[config.mk]
export PLATFORM = sky130hd
export DESIGN_NAME = chan_select_seq
export DESIGN_NICKNAME = d
export VERILOG_FILES = /design/src/rtl/chan_select_seq.sv
export SDC_FILE = /design/constraint.sdc
export NUM_CORES = 1
export LEC_CHECK = 0
export CAP_MARGIN = 20
export CORE_MARGIN = 2
export CORE_UTILIZATION = 42
export CTS_BUF_LIST = sky130_fd_sc_hd__clkbuf_4 sky130_fd_sc_hd__clkbuf_8
export DETAILED_ROUTE_END_ITERATION = 6
export GPL_TIMING_DRIVEN = 0
export PLACE_DENSITY = 0.8
export REMOVE_ABC_BUFFERS = 1
export SYNTH_ARGS = -nofsm -noshare
export SYNTH_HDL_FRONTEND = slang
export SYNTH_SLANG_ARGS = --single-unit
[constraint.sdc]
create_clock -name clk -period 1.6 [get_ports clk]
set_input_delay 0.16 -clock clk [delete_from_list [all_inputs] [get_ports clk]]
set_output_delay 0.16 -clock clk [all_outputs]
set_load 0.01 [all_outputs]
[src/rtl/chan_select_seq.sv]
// rtl/chan_select_seq.sv - N-channel registered selector with manual load and round-robin scan modes
module chan_select_seq #(
    parameter int              NUM_CH      = 3,
    parameter int              WIDTH       = 4,
    parameter int              SEL_W       = 2,
    parameter int              DWELL       = 4,
    parameter logic [WIDTH-1:0] DEFAULT_VAL = '0
) (
    input  logic                    clk,
    input  logic                    rst,
    input  logic [NUM_CH*WIDTH-1:0] din,
    input  logic [NUM_CH-1:0]       ch_en,
    input  logic                    mode,
    input  logic [SEL_W-1:0]        sel,
    input  logic                    load,
    output logic [WIDTH-1:0]        y,
    output logic                    y_valid,
    output logic [SEL_W-1:0]        cur_ch,
    output logic                    sel_err,
    output logic                    adv
);

    localparam int              DW_W       = (DWELL > 1) ? $clog2(DWELL) : 1;
    localparam logic [DW_W-1:0] DWELL_LAST = DW_W'(DWELL - 1);

    typedef enum logic {
        MANUAL = 1'b0,
        SCAN   = 1'b1
    } state_t;

    state_t           state_q, state_d;
    logic [SEL_W-1:0] cur_ch_q, cur_ch_d;
    logic [DW_W-1:0]  dwell_q, dwell_d;
    logic             err_sel_q, err_sel_d;
    logic             sel_err_q, sel_err_d;
    logic [WIDTH-1:0] y_q, y_d;
    logic             y_valid_q, y_valid_d;
    logic             adv_q, adv_d;

    logic             cur_en;
    logic [WIDTH-1:0] cur_data;
    logic             sel_ok;
    logic             any_en;
    logic             hi_found;
    logic [SEL_W-1:0] hi_ch;
    logic [SEL_W-1:0] lo_ch;
    logic [SEL_W-1:0] next_ch;

    always_comb begin
        cur_en   = 1'b0;
        cur_data = DEFAULT_VAL;
        sel_ok   = 1'b0;
        any_en   = 1'b0;
        hi_found = 1'b0;
        hi_ch    = cur_ch_q;
        lo_ch    = cur_ch_q;
        // Descending walk so the lowest matching index is the one that sticks.
        for (int k = NUM_CH - 1; k >= 0; k--) begin
            if (cur_ch_q == SEL_W'(k)) begin
                cur_en   = ch_en[k];
                cur_data = din[k*WIDTH +: WIDTH];
            end
            if (sel == SEL_W'(k)) begin
                sel_ok = ch_en[k];
            end
            if (ch_en[k]) begin
                any_en = 1'b1;
                lo_ch  = SEL_W'(k);
                if (SEL_W'(k) > cur_ch_q) begin
                    hi_found = 1'b1;
                    hi_ch    = SEL_W'(k);
                end
            end
        end
        // Wrap to the lowest enabled channel, which may be cur_ch itself.
        next_ch = hi_found ? hi_ch : lo_ch;
    end

    always_comb begin
        state_d   = mode ? SCAN : MANUAL;
        cur_ch_d  = cur_ch_q;
        dwell_d   = dwell_q;
        err_sel_d = err_sel_q;
        sel_err_d = sel_err_q;
        adv_d     = 1'b0;
        y_valid_d = cur_en && !err_sel_q;
        y_d       = y_valid_d ? cur_data : DEFAULT_VAL;

        case (state_q)
            MANUAL: begin
                if (mode) begin
                    dwell_d   = '0;
                    err_sel_d = 1'b0;
                end else if (load) begin
                    if (sel_ok) begin
                        cur_ch_d  = sel;
                        sel_err_d = 1'b0;
                        err_sel_d = 1'b0;
                    end else begin
                        sel_err_d = 1'b1;
                        err_sel_d = 1'b1;
                    end
                end
            end
            SCAN: begin
                if (!mode) begin
                    dwell_d = '0;
                end else if (dwell_q == DWELL_LAST) begin
                    dwell_d = '0;
                    if (any_en) begin
                        cur_ch_d = next_ch;
                        adv_d    = 1'b1;
                    end
                end else begin
                    dwell_d = dwell_q + 1'b1;
                end
            end
            default: state_d = MANUAL;
        endcase
    end

    always_ff @(posedge clk) begin
        if (rst) begin
            state_q   <= MANUAL;
            cur_ch_q  <= '0;
            dwell_q   <= '0;
            err_sel_q <= 1'b0;
            sel_err_q <= 1'b0;
            y_q       <= DEFAULT_VAL;
            y_valid_q <= 1'b0;
            adv_q     <= 1'b0;
        end else begin
            state_q   <= state_d;
            cur_ch_q  <= cur_ch_d;
            dwell_q   <= dwell_d;
            err_sel_q <= err_sel_d;
            sel_err_q <= sel_err_d;
            y_q       <= y_d;
            y_valid_q <= y_valid_d;
            adv_q     <= adv_d;
        end
    end

    assign y       = y_q;
    assign y_valid = y_valid_q;
    assign cur_ch  = cur_ch_q;
    assign sel_err = sel_err_q;
    assign adv     = adv_q;

endmodule

---- After elaboration in Yosys (flattened, before gate mapping) ----
Cells that the tools add are included.
operators by class
  $add $sub $neg .......................... 1
  magnitude comparators ................... 3
  eq/ne operators ......................... 13
  multiplexer cells ....................... 44
  bitwise logic cells ..................... 4
  reductions and logical operators ........ 10
operators by type and width
  operator               number
  $mux W2                19
  $mux W1                20
  $mux W4                3
  $ne A2 B2 Y1 const B   5
  $pmux W2 S2            2
  $reduce_and A7 Y1      1
  $eq A2 B2 Y1 const B   3
  $ne A5 B4 Y1 const B   1
  $eq A2 B1 Y1 const B   2
  $gt A1 B2 Y1 const A   2
  $logic_not A2 Y1       2
  $ne A2 B1 Y1 const B   2
  $not A1 Y1             4
  $reduce_or A4 Y1       1
  $reduce_and A3 Y1      1
  $add A2 B1 Y2 const B  1
  $gt A2 B2 Y1 const A   1
  $reduce_and A2 Y1      1
  $reduce_bool A2 Y1     1
  $reduce_or A2 Y1       1
  $logic_and A1 B1 Y1    1
  $logic_not A1 Y1       1
word-level totals
  bits in registers ....................... 13
  logic and storage cells ................. 83

---- Depth between registers and ports, before layout ----
Gate-level depths: netlist of run 1.
  depth after elaboration ................. 12
  mapped depth ............................ 6
  gate-level depth less buffers ........... 6

---- Worst setup path after synthesis of run 1 ----
No wires, ideal clock.
  kind .................................... register -> register
  start point ............................. register state_q
  end point ............................... register cur_ch_q[0], in the netlist cur_ch[0]
  library setup time ...................... 86 ps
  arrival ................................. 1,252 ps
  path slack .............................. 263 ps
  stages on the path, launching flop included .. 6
  path buffers ............................ 0
  path through ............................ dfxtp_1 > inv_2 > ha_1 > nor3_1 > a211oi_1 > a211oi_1
between the ends
  longest elaborated chain between the ends .. 3
  elaborated cells on any way between the ends .. 10
RTL lines
  what                         RTL line  source
  from (decl)                  31        state_t state_q, state_d;
  from (signal assigned)       133       state_q <= state_d;
  $not A1 Y1                   -
  $ne A2 B2 Y1 (no line)       -
  $reduce_and A7 Y1 (no line)  -
  to (signal assigned)         134       cur_ch_q <= cur_ch_d;
  to (decl)                    32        logic [SEL_W-1:0] cur_ch_q, cur_ch_d;
Several ways; a longest one is shown, not always the timed one.
A chain may end at the register's enable or synchronous reset.

---- Worst setup path after layout of run 1 ----
  start point ............................. register cur_ch_q[1], in the netlist cur_ch[1]
  end point ............................... output port cur_ch[1]
RTL lines
  what       RTL line  source
  to (decl)  18        output logic [SEL_W-1:0] cur_ch,
No word-level cell between the ends.

==> results of run 1 <==
-- logic make-up after synthesis --
| kind of cell | Yosys count | synth area share [%] |
|---|---|---|
| AOI/OAI and AO/OA | 21 | 21.8 |
| adders and majority gates | 2 | 3.67 |
| buffers and inverters | 6 | 4.59 |
| DFF | 13 | 38.2 |
| muxes | 6 | 8.81 |
| and+or+nand+nor | 29 | 22.9 |
-- report_power, final --
group          leakage, nW  internal [mW]  switching, mW
Sequential           0.107          0.340         0.0145
Clock               0.0184          0.114          0.109
Combinational        0.249         0.0986         0.0643
Total                0.375          0.552          0.188
-- synthesized netlist by cell type, drive strengths merged --
| master | number |
|---|---|
| o31ai | 1 |
| o21ai | 6 |
| ha | 2 |
| nand2 | 8 |
| mux2i | 6 |
| a21oi | 3 |
| dfxtp | 13 |
| nor3b | 1 |
| a31oi | 1 |
| nor2 | 6 |
| nand2b | 1 |
| o221ai | 1 |
| buf | 1 |
| and2 | 4 |
| nor4 | 1 |
| a21o | 1 |
| clkbuf | 2 |
| a21boi | 1 |
| a211oi | 4 |
| or3 | 1 |
| o22ai | 2 |
| a2bb2oi | 1 |
| nor2b | 4 |
| nor3 | 3 |
| inv | 3 |
-- metrics by stage --
step	setup WS (ns)	utilization [%]	instance area [sq um]	TNS, ns	hold WS (ns)
2_1_floorplan	0.253	-	662	0	0.222
3_3_place_gp	-0.167	64.5	972	-0.296	0.458
3_5_place_dp	-0.232	64.5	972	-0.471	0.461
4_1_cts	0.0130	66.6	1000	0	0.472
5_1_grt	0.00298	67.0	1010	0	0.503
6_report	0.0547	67.0	1010	0	0.466
-- layer usage --
metal / global-route usage (%) / vias to the layer above / part of all wire, %
li1: - / 338 / -
met1: 18.4 / 302 / 38
met2: 32.9 / 29 / 50
met3: 4.90 / 5 / 10
met4: 9.70 / 0 / 1.9
met5: 0 / - / 0
-- registers in the layout, summed over array words and instances, names as in the netlist --
| signal | flops |
|---|---|
| adv | 1 |
| state_q | 1 |
| sel_err | 1 |
| y_valid | 1 |
| dwell_q | 2 |
| cur_ch | 2 |
| err_sel_q | 1 |
| y | 4 |
-- layout make-up --
| class | instances | area [sq um] | share of cell area, % |
|---|---|---|---|
| clock buffers | 4 | 30.0 | 2.97 |
| inverters | 3 | 11.3 | 1.12 |
| multi-input cells | 58 | 395 | 39.2 |
| flip-flops and latches | 13 | 263 | 26.0 |
| well taps | 16 | 20.0 | 1.98 |
| repair buffers | 29 | 290 | 28.7 |
-- worst min path at each step --
| stage | start | endpoint | slack [ns] |
|---|---|---|---|
| 3_3_place_gp | err_sel_q$_SDFFE_PP0P_ | y_valid$_SDFF_PP0_ | 0.46 |
| 2_1_floorplan | rst | err_sel_q$_SDFFE_PP0P_ | 0.22 |
| 6_report | err_sel_q$_SDFFE_PP0P_ | y_valid$_SDFF_PP0_ | 0.47 |
| 4_1_cts | err_sel_q$_SDFFE_PP0P_ | y_valid$_SDFF_PP0_ | 0.47 |
| 5_1_grt | err_sel_q$_SDFFE_PP0P_ | y_valid$_SDFF_PP0_ | 0.50 |
| 3_5_place_dp | err_sel_q$_SDFFE_PP0P_ | y_valid$_SDFF_PP0_ | 0.46 |
-- repair_timing --
| action | CTS | global route |
|---|---|---|
| gates cloned | 0 | 0 |
| setup endpoints to repair | 1 | 3 |
| buffers inserted | 0 | 0 |
| gates resized for setup | 1 | 2 |
==> reports/metrics.cfg, run 1 <==
[floorplan]
fp-row-count = 14
chipHeight_microns = 44.3
initial_core_util_pct = 45.3
ioPinCount = 30
fp.dieW_microns = 44.3
die_area_sq_mm = 0.00196
core-area_sq_mm = 0.00151

[cells_and_area]
layout_common_cells = clkdlybuf4s50_1, dfxtp_1, nand2_1
area_delta_synth_final_pct = 48.1
drive_above_1_share_pct = 12.1
final_common_cell = clkdlybuf4s50_1
diodes = 0
fin_cells = 123
nets = 131
fillCellCount = 130

[status]
status = completed

[worst_setup_path]
cp.arrival_ns = 1.39
crit_path_end_kind = primary output
rrSetupSlack_ns = 0.10
timing.rr.end = cur_ch[1]$_SDFFE_PP0P_
crit_path_max_incr_delay_ns = 0.61
required_ns = 1.44
setup.worst_path.start = cur_ch[1]$_SDFFE_PP0P_
crit_slowest_cell = clkdlybuf4s50_1
cp-start-kind = register
crit-reg2reg-launch = state_q$_SDFF_PP0_
worst_path_dominant_cell_family = buffers and inverters
path_max_fanout = 10
setup.worst_path.class = register to primary output
crit_buf_inv = 1
crit_chain = clkdlybuf4s50_1
crit_end = cur_ch[1]
crit_cells = 1
worst-r2r-cell-count = 5

[yosys]
syn_inst = 77
synth_area_per_cell_sq_um = 8.86
synth_seq_area_share_pct = 38.2
synth_cell_type_count = 31
netlist_area_sq_um = 682
synth_warnings = 0
synth_largest_area_cell = dfxtp_1
synthTopCellsByArea = dfxtp_1, mux2i_1, o21ai_0, a211oi_1, nand2_1
post-synth-top-area-fraction_pct = 38.2
ys_ff_latch = 13

[clock_network]
cts-root-buf = clkbuf_4
cts_tree = built
cts_made_buffers = 3
h-tree-depth = 1
clk_pin_slew_ns = 0.07
clkLatencyLatePin_ns = 0.28
cts_buffer_depth = 2
cts_num_sinks = 13
hold_buffers = 0

[placement]
place.gp.congestion = 0.817
portBuffers = 29
dpl.cell_count = 119
dp_hpwl_mm = 1.29

[grt]
grt_max_degree = 11
gr-total-overflow = 0
first_global_vias = 667
antenna_found_initial = 0
grt_pass1_wl_mm = 2.62
grt_usage_pct = 18.0

[routing]
dr_total_vias = 674
drt_iter0_drc = 6
antenna_left = 0
routedWlPerCell_microns = 13.3
firstDrtPassIters = 3
via_per_inst = 5.48
drc = 0
wirelength_mm = 1.64

[sta]
period_share_pct = 96.6
fmax_mhz = 647
finClkSkew_ns = 0.00564
hold_violations = 0
setup_viol = 0
relSlewSlack_pct = 75.6
tightest_slew_ns = 0.365
fin_crit_ns = 1.55
drv_slew = 0
rsz0062_at_grt = no

[hold_path]
min_path_cells = 1
hold_path.class = register to register

[power]
powerDensity_mw_per_mm2 = 733
peakVddDrop_uv = 572
total_power_uw = 740
leakagePower_nw = 0.375

[run]
max-cap-violations = 0

Power figures use the tool's default switching activity.
==> run 2: changes to the inputs <==
- HOLD_SLACK_MARGIN: unset -> 0.06
==> results of run 2 <==
Final layout, timing and power as in run 1 (identical DEF).
